--- src/rtl/rect_cyl_pkg.sv ---
// rtl/rect_cyl_pkg.sv - widths, limits and shared helpers for the rect_cyl magnitude unit
package rect_cyl_pkg;

    localparam int IN_W    = 8;
    localparam int SQ_W    = 17;
    localparam int ROOT_W  = 9;
    localparam int REM_W   = 10;
    localparam int OUT_W   = 8;
    localparam int LATENCY = 3;

    localparam logic [OUT_W-1:0] OUT_MAX = 8'd255;

    // Operand is widened first so the product is computed at full 16-bit width.
    function automatic logic [SQ_W-1:0] square(input logic [IN_W-1:0] a);
        logic [2*IN_W-1:0] a_w;
        a_w = {{IN_W{1'b0}}, a};
        return {1'b0, a_w * a_w};
    endfunction

endpackage

--- src/rtl/rect_cyl_if.sv ---
// rtl/rect_cyl_if.sv - pad-side bundle of the rect_cyl block (enable, x/y inputs, r output, bidir enables)
interface rect_cyl_if;
    import rect_cyl_pkg::*;

    logic             ena;
    logic [IN_W-1:0]  ui_in;
    logic [IN_W-1:0]  uio_in;
    logic [OUT_W-1:0] uo_out;
    logic [OUT_W-1:0] uio_oe;

    modport master (output ena, ui_in, uio_in, input uo_out, uio_oe);
    modport slave  (input ena, ui_in, uio_in, output uo_out, uio_oe);

endinterface

--- src/rtl/rect_cyl_isqrt.sv ---
// rtl/rect_cyl_isqrt.sv - combinational restoring integer square root, 17-bit radicand to 9-bit root + 10-bit remainder
module rect_cyl_isqrt
    import rect_cyl_pkg::*;
(
    input  logic [SQ_W-1:0]   s,
    output logic [ROOT_W-1:0] root,
    output logic [REM_W-1:0]  rem
);

    logic [2*ROOT_W-1:0] s_ext;
    logic [REM_W+1:0]    acc;
    logic [REM_W+1:0]    trial;
    logic [ROOT_W-1:0]   q;

    // One root bit per iteration, consuming two radicand bits MSB first.
    always_comb begin
        s_ext = {1'b0, s};
        acc   = '0;
        trial = '0;
        q     = '0;
        for (int i = ROOT_W - 1; i >= 0; i--) begin
            acc   = {acc[REM_W-1:0], s_ext[2*i +: 2]};
            trial = {1'b0, q, 2'b01};
            if (acc >= trial) begin
                acc = acc - trial;
                q   = {q[ROOT_W-2:0], 1'b1};
            end else begin
                q   = {q[ROOT_W-2:0], 1'b0};
            end
        end
        root = q;
        rem  = acc[REM_W-1:0];
    end

endmodule

--- src/rtl/rect_cyl.sv ---
// rtl/rect_cyl.sv - 3-stage pipelined r = sqrt(x*x + y*y); define RECT_CYL_ROUND_EN for round-to-nearest
module rect_cyl
    import rect_cyl_pkg::*;
(
    input  logic       clk,
    input  logic       rst,
    rect_cyl_if.slave  pads
);

    logic [IN_W-1:0]   xr_q, xr_d;
    logic [IN_W-1:0]   yr_q, yr_d;
    logic [SQ_W-1:0]   s_q, s_d;
    logic [OUT_W-1:0]  out_q, out_d;
    logic [ROOT_W-1:0] root;
    logic [ROOT_W-1:0] result;
    logic [REM_W-1:0]  rem;

    rect_cyl_isqrt u_isqrt (
        .s    (s_q),
        .root (root),
        .rem  (rem)
    );

`ifdef RECT_CYL_ROUND_EN
    // (q + 0.5)^2 = q^2 + q + 0.25, so rem > q means the true root is nearer q + 1.
    assign result = (rem > {1'b0, root}) ? root + ROOT_W'(1) : root;
`else
    logic [REM_W-1:0] unused_rem;
    assign unused_rem = rem;
    assign result     = root;
`endif

    always_comb begin
        xr_d  = xr_q;
        yr_d  = yr_q;
        s_d   = s_q;
        out_d = out_q;
        if (pads.ena) begin
            xr_d  = pads.ui_in;
            yr_d  = pads.uio_in;
            s_d   = square(xr_q) + square(yr_q);
            out_d = (result > ROOT_W'(OUT_MAX)) ? OUT_MAX : result[OUT_W-1:0];
        end
    end

    always_ff @(posedge clk) begin
        if (rst) begin
            xr_q  <= '0;
            yr_q  <= '0;
            s_q   <= '0;
            out_q <= '0;
        end else begin
            xr_q  <= xr_d;
            yr_q  <= yr_d;
            s_q   <= s_d;
            out_q <= out_d;
        end
    end

    assign pads.uo_out = out_q;
    assign pads.uio_oe = '0;

endmodule

--- src/flat_wrapper.sv ---
// flat-port wrapper written by rule: the top's interface ports become plain ports
module rect_cyl_flat import rect_cyl_pkg::*;
  (clk, rst, pads_ena, pads_ui_in, pads_uio_in, pads_uo_out, pads_uio_oe);
  rect_cyl_if pads_i ();
  input  logic clk;
  input  logic rst;
  input wire logic [$bits(pads_i.ena)-1:0] pads_ena;
  input wire logic [$bits(pads_i.ui_in)-1:0] pads_ui_in;
  input wire logic [$bits(pads_i.uio_in)-1:0] pads_uio_in;
  output wire logic [$bits(pads_i.uo_out)-1:0] pads_uo_out;
  output wire logic [$bits(pads_i.uio_oe)-1:0] pads_uio_oe;
  assign pads_i.ena = pads_ena;
  assign pads_i.ui_in = pads_ui_in;
  assign pads_i.uio_in = pads_uio_in;
  assign pads_uo_out = pads_i.uo_out;
  assign pads_uio_oe = pads_i.uio_oe;
  rect_cyl u_core (.clk(clk), .rst(rst), .pads(pads_i));
endmodule
--- config.mk ---
export PLATFORM = sky130hd
export DESIGN_NAME = rect_cyl_flat
export DESIGN_NICKNAME = d
export VERILOG_FILES = /design/src/rtl/rect_cyl_pkg.sv /design/src/rtl/rect_cyl_if.sv /design/src/rtl/rect_cyl_isqrt.sv /design/src/rtl/rect_cyl.sv /design/src/flat_wrapper.sv
export SDC_FILE = /design/constraint.sdc
export NUM_CORES = 1
export LEC_CHECK = 0
export ABC_AREA = 1
export ABC_CLOCK_PERIOD_IN_PS = 10550
export BUFFER_PORTS_ARGS = -buffer_cell sky130_fd_sc_hd__buf_4
export CORE_UTILIZATION = 59
export DETAILED_ROUTE_END_ITERATION = 8
export GPL_ROUTABILITY_DRIVEN = 0
export HOLD_SLACK_MARGIN = 0.15
export PLACE_DENSITY = 0.85
export REMOVE_ABC_BUFFERS = 1
export SLEW_MARGIN = 20
export SYNTH_ARGS = -nofsm -noshare
export SYNTH_HDL_FRONTEND = slang
export SYNTH_SLANG_ARGS = --single-unit
--- constraint.sdc ---
create_clock -name clk -period 10.55 [get_ports clk]
set_clock_uncertainty 0.05 [all_clocks]
set_input_delay 2.11 -clock clk [delete_from_list [all_inputs] [get_ports clk]]
set_output_delay 2.11 -clock clk [all_outputs]
set_load 0.01 [all_outputs]
Yosys cells after proc, flatten, opt, wreduce, memory -nomap -nowiden
Index checks and enable logic that the tools add are counted.

cells by class
  add/sub/neg operators = 9
  multipliers = 2
  $lt $le $gt $ge = 10
  muxes and demuxes = 18

operators with widths
  cell                                                                              number
  10-bit two-way mux                                                                8
  8-bit by 8-bit multiplier with 16-bit output                                      2
  16-bit by 16-bit adder with 17-bit output                                         1
  12-bit by 10-bit greater-or-equal comparator with 1-bit output                    1
  12-bit by 3-bit greater-or-equal comparator with 1-bit output                     1
  12-bit by 4-bit greater-or-equal comparator with 1-bit output                     1
  12-bit by 5-bit greater-or-equal comparator with 1-bit output                     1
  12-bit by 6-bit greater-or-equal comparator with 1-bit output                     1
  12-bit by 7-bit greater-or-equal comparator with 1-bit output                     1
  12-bit by 8-bit greater-or-equal comparator with 1-bit output                     1
  12-bit by 9-bit greater-or-equal comparator with 1-bit output                     1
  10-bit by 3-bit subtractor with 10-bit output                                     1
  10-bit by 4-bit subtractor with 10-bit output                                     1
  10-bit by 5-bit subtractor with 10-bit output                                     1
  10-bit by 6-bit subtractor with 10-bit output                                     1
  10-bit by 7-bit subtractor with 10-bit output                                     1
  10-bit by 8-bit subtractor with 10-bit output                                     1
  10-bit by 9-bit subtractor with 10-bit output                                     1
  9-bit by 8-bit greater-than comparator with 1-bit output (second input constant)  1
  1-bit two-way mux                                                                 9
  8-bit two-way mux                                                                 1
  1-bit by 1-bit subtractor with 2-bit output (second input constant)               1
  1-bit greater-or-equal comparator (second input constant)                         1

storage, ports and cells
  flip-flop bits (word level) = 41
  input bits = 19
  output and inout port bits = 16
  word-level logic and storage cells = 43

Longest topological paths before layout
  depth after elaboration = 20
  depth in mapped cells = 78
  mapped depth without buffers = 76

Modules after synthesis
Synthesis repeated with hierarchy kept, for this count alone.

second synthesis, totals
  cells, all modules = 1351
  area total of the unflattened synthesis = 8952.3 um^2

modules (own cells, without submodules)
  module          times used  cells an instance  area each (um^2)  sequential area each (um^2)
  rect_cyl        1           683                5197.5            820.8
  rect_cyl_isqrt  1           668                3754.9            0.0

Worst setup path before layout
No wires, ideal clock.

  kind = register to register
  start = register u_core.s_q[14]
  end = register u_core.out_q[0] (netlist: u_core.pads.uo_out[0])
  library setup time = 119 ps
  arrival = 9966 ps
  data required time = 10381 ps
  slack = 414 ps
  stages on the path, launching flop included = 70
  path buffers = 2
  clock period less this slack = 10136 ps
  path through = dfxtp_1 -> inv_2 -> ha_1 -> inv_1 -> ha_1 -> inv_2 -> nand2_4 -> nand2_1 -> o21ai_0 -> inv_1 -> ha_1 -> a21oi_1 -> nand4_4 -> inv_1 -> o21ai_0 -> ha_1 -> or2_2 -> nand3_1 -> [34 not listed] -> o21ai_0 -> ha_1 -> a21oi_1 -> nor3_1 -> nor2_1 -> o21bai_1 -> nor3_4 -> nand2_2 -> inv_2 -> buf_2 -> nand2_1 -> o21ai_1 -> ha_1 -> a211oi_1 -> nand2_1 -> nand3b_1 -> nor2_1 -> a21oi_1

between the ends
  longest elaborated chain between the ends = 18
  elaborated cells on any way between the ends = 32
  those cells by class = add/sub: 7; order compare: 9; mux: 16

ends and longest elaborated chain
  what                                                                                                                                   line                                        RTL
  start, declared                                                                                                                        rect_cyl.sv:12                              logic [SQ_W-1:0] s_q, s_d;
  start signal, assigned                                                                                                                 rect_cyl.sv:50                              s_q <= '0;
  start signal, assigned                                                                                                                 rect_cyl.sv:55                              s_q <= s_d;
  10-bit by 3-bit subtractor with 10-bit output / 12-bit by 3-bit greater-or-equal comparator with 1-bit output (equally long branches)  rect_cyl_isqrt.sv:25, rect_cyl_isqrt.sv:24
  10-bit two-way mux / 1-bit two-way mux (equally long branches)                                                                         rect_cyl_isqrt.sv:24                        if (acc >= trial) begin
  10-bit by 4-bit subtractor with 10-bit output / 12-bit by 4-bit greater-or-equal comparator with 1-bit output (equally long branches)  rect_cyl_isqrt.sv:25, rect_cyl_isqrt.sv:24
  10-bit two-way mux / 1-bit two-way mux (equally long branches)                                                                         rect_cyl_isqrt.sv:24
  10-bit by 5-bit subtractor with 10-bit output / 12-bit by 5-bit greater-or-equal comparator with 1-bit output (equally long branches)  rect_cyl_isqrt.sv:25, rect_cyl_isqrt.sv:24
  10-bit two-way mux / 1-bit two-way mux (equally long branches)                                                                         rect_cyl_isqrt.sv:24
  10-bit by 6-bit subtractor with 10-bit output / 12-bit by 6-bit greater-or-equal comparator with 1-bit output (equally long branches)  rect_cyl_isqrt.sv:25, rect_cyl_isqrt.sv:24
  10-bit two-way mux / 1-bit two-way mux (equally long branches)                                                                         rect_cyl_isqrt.sv:24
  [2 not listed]                                                                                                                         n/a
  12-bit by 8-bit greater-or-equal comparator with 1-bit output / 10-bit by 8-bit subtractor with 10-bit output (equally long branches)  rect_cyl_isqrt.sv:24, rect_cyl_isqrt.sv:25
  10-bit two-way mux / 1-bit two-way mux (equally long branches)                                                                         rect_cyl_isqrt.sv:24
  10-bit by 9-bit subtractor with 10-bit output / 12-bit by 9-bit greater-or-equal comparator with 1-bit output (equally long branches)  rect_cyl_isqrt.sv:25, rect_cyl_isqrt.sv:24
  10-bit two-way mux / 1-bit two-way mux (equally long branches)                                                                         rect_cyl_isqrt.sv:24
  12-bit by 10-bit greater-or-equal comparator with 1-bit output                                                                         rect_cyl_isqrt.sv:24
  1-bit two-way mux                                                                                                                      rect_cyl_isqrt.sv:24
  9-bit by 8-bit greater-than comparator with 1-bit output                                                                               rect_cyl.sv:42                              out_d = (result > ROOT_W'(OUT_MAX)) ? OUT_MAX : result[OUT_W-1:0];
  8-bit two-way mux *                                                                                                                    rect_cyl.sv:42
  end signal, assigned                                                                                                                   rect_cyl.sv:56                              out_q <= out_d;
  end, declared                                                                                                                          rect_cyl.sv:13                              logic [OUT_W-1:0] out_q, out_d;

Mark *: on every way between the ends. The rest lies on a longest branch, timed or not.
A chain may end at the register's enable or synchronous reset.

Worst setup path after layout
  start = register u_core.s_q[15]
  end = register u_core.out_q[0] (netlist: u_core.pads.uo_out[0])

Same word-level chain as after synthesis.

==> flow_summary.ini <==
[run_status]
status = completed

[logic_synthesis]
synth.avg_cell_area_sq_um = 6.98
synth_top_area_share_pct = 18.4
ys_top_cells_by_area = fa_1 (18%), ha_1 (16%), nand2_1 (12%)
ys.flop_type = dfxtp_1
synth_cell_types = 43
syn_area_sq_um = 8280
synth_cells = 1187
synth-seq-area-share_pct = 9.91
yosys_warnings = 0
yosysTopAreaCell = fa_1
synth-edff-count = 0
ys_async_sr_fraction_pct = 0
synth-seq-cells = 41

[drt]
routed_wl_mm = 19.7
vias = 7651
drtIter0Drc = 484
ant_nets = 0
wl_per_cell_um = 14.2
avgViaCountPerCell = 5.50
dr.pass1.iters = 8
drc = 0

[cells_and_area]
syn_to_final_growth_pct = 10.9
drive_above_1_share_pct = 14.1
fin_cells = 1392
fillers = 1112
nNetsFinal = 1415
finish.utilization_pct = 68.3
diodes = 0

[timing]
worst_pin_slew_ns = 0.937
fmax_ghz = 0.0998
slew-limit-headroom_pct = 37.4
finalCritPeriodShare_pct = 95.0
final.min_clock_period_ns = 10.02
holdWs_ns = 0.467
slew_violations = 0
setup_violations = 0
setup_slack_ns = 0.531
final_hold_viol_count = 0

[setup_path]
cp.arrival_ns = 10.15
critPathLaunchType = flop
worst_ep_required_time_ns = 10.68
r2r_slack_ns = 0.53
critPathLaunch = u_core.s_q[15]
r2r-end = u_core.pads.uo_out[0]
path_class = flop to flop
crit_end = u_core.pads.uo_out[0]
critPathMostFrequentCell = nand2_1
r2r_start = u_core.s_q[15]
worstPathMaxFanout = 10
crit_path_end_kind = flop
rr_worst_depth = 66
critPathMaxStageDelay_ns = 0.38
slowest_stage = dfxtp_1

[floorplanning]
die_area_sq_um = 14500
ioPinCount = 35
die_x_um = 120
die_y_um = 120
start_util_pct = 61.6
coreArea_sq_um = 13500
rows = 42

[placement]
portBuffers = 26
pre_cts_ws_ns = -0.183
dp_hpwl_mm = 15.5
place_inst = 1368

[clocking]
clkSlewWorstSetupHoldPaths_ns = 0.07
clock-sinks = 41
htreeDepth = 2
insertion_delay_ns = 0.30
clock-root-buffer = clkbuf_16
cts_hold_buffers = 0
cts_tree = yes
cts-buffers-inserted = 5
clockBufferDepth = 2

[grt]
grt_use_total_pct = 26.9
grt_pass1_vias = 7302
antenna_found_initial = 0
gr-total-overflow = 0
grt_max_degree = 58
grt_pass1_wl_mm = 31.5

[flow_run]
drv_cap = 0

[hold_path]
hp-class = flop to flop
-- cells in the mapped netlist, types with 4 or more instances --
cell type and number:
nand2_4 4, ha_1 105, xnor2_1 12, nand3_2 6
nor2_1 69, inv_1 231, o211ai_1 5, xor2_1 22
nor3_1 7, nand2_2 22, o21bai_1 4, buf_4 8
nand4_1 17, clkbuf_1 33, dfxtp_1 41, nor2_2 5
nand3_1 62, nor2_8 4, nand3b_1 4, a21oi_1 66
inv_2 6, fa_1 76, nand2_1 258, o21ai_0 73
or2_2 7, o21ai_1 13
-- worst min-delay path by stage --
stage	start	to	slack, ns	depth (start not counted)
floorplan	u_core.s_q[0]	u_core.s_q[0]	0.41	2
global placement	u_core.s_q[0]	u_core.s_q[0]	0.43	2
detailed placement	u_core.s_q[1]	u_core.s_q[1]	0.44	2
CTS	u_core.s_q[1]	u_core.s_q[1]	0.46	2
global route	u_core.pads.uo_out[3]	u_core.pads.uo_out[3]	0.50	2
finish	u_core.s_q[1]	u_core.s_q[1]	0.47	2
-- metrics by stage --
| stage | setup TNS [ns] | instance area [sq um] |
|---|---|---|
| 2_1_floorplan | 0 | 8120 |
| 3_3_place_gp | 0 | 8640 |
| 3_5_place_dp | -0.183 | 8640 |
| 4_1_cts | 0 | 8840 |
| 5_1_grt | -0.261 | 9180 |
| 6_report | 0 | 9180 |
-- what timing repair did --
action                     in CTS  in global routing
gates resized for setup        10                 54
buffers inserted                0                 16
setup endpoints to repair       1                  2
pin swaps                       1                 23
-- flip-flops by register name, summed over array words and instances, names as in the netlist --
| signal | flops |
|---|---|
| u_core.xr_q | 8 |
| u_core.pads.uo_out | 8 |
| u_core.s_q | 17 |
| u_core.yr_q | 8 |
-- per-layer routing --
layer	vias up	global-route usage (%)	part of all wire (%)
met3	58	2.74	5.2
met5	-	0	0
li1	3765	-	-
met4	0	9.10	3.0
met1	3602	31.1	39
met2	226	51.1	52
-- cell families (layout without fill, tap and decap cells) --
logic type	count (synthesis)	after routing	synth area share [%]
buffers and inverters	281	303	13.1
multiplexers	1	1	0.136
adder cells (fa/ha/maj)	181	181	34.2
AND/OR/NAND/NOR	477	477	27.8
flip-flops	41	41	9.91
AO/OA/AOI/OAI	171	171	11.2
other	1	8	0.0453
XOR/XNOR	34	34	3.60
-- critical path: cells and delay by family (launching register included) --
family          cells  cell delay, ns
compound gates     10            1.37
fa+ha+maj           9            2.42
buf+inv            14            1.42
flops               1            0.38
simple gates       33            4.24
-- final cells by class --
class / instances / area, sq um / share of cell area (%)
multi-input cells: 872 / 6620 / 72.1
repair buffers: 56 / 437 / 4.75
well taps: 176 / 220 / 2.40
clock inverters: 2 / 37.5 / 0.409
flip-flops and latches: 41 / 822 / 8.95
clock buffers: 6 / 139 / 1.51
inverters: 239 / 908 / 9.89
-- cells in the final DEF (no fill, tap or decap), types with 3 or more instances in the layout --
cell / synthesis / routed
nand2_1: 258 / 252
inv_1: 231 / 225
ha_1: 105 / 98
fa_1: 76 / 76
nor2_1: 69 / 68
a21oi_1: 66 / 62
o21ai_0: 73 / 60
nand3_1: 62 / 58
buf_4: 8 / 54
dfxtp_1: 41 / 40
nand2_2: 22 / 26
xor2_1: 22 / 22
o21ai_1: 13 / 21
nand4_1: 17 / 17
xnor2_1: 12 / 12
inv_2: 6 / 10
conb_1: 1 / 8
nand3_2: 6 / 7
or2_2: 7 / 7
ha_4: 0 / 7
nand2_4: 4 / 6
nand3_4: 3 / 6
nor2_2: 5 / 6
o21ai_2: 1 / 5
o211ai_1: 5 / 5
clkbuf_16: 0 / 5
a21oi_2: 0 / 4
nor3_4: 3 / 4
nor2_8: 4 / 4
nand3b_1: 4 / 4
nor3_1: 7 / 4
o21bai_1: 4 / 4
a211oi_1: 3 / 3
Power is not shown: default switching activity piles up to over one toggle a cycle in this logic, so the estimate is an artifact.
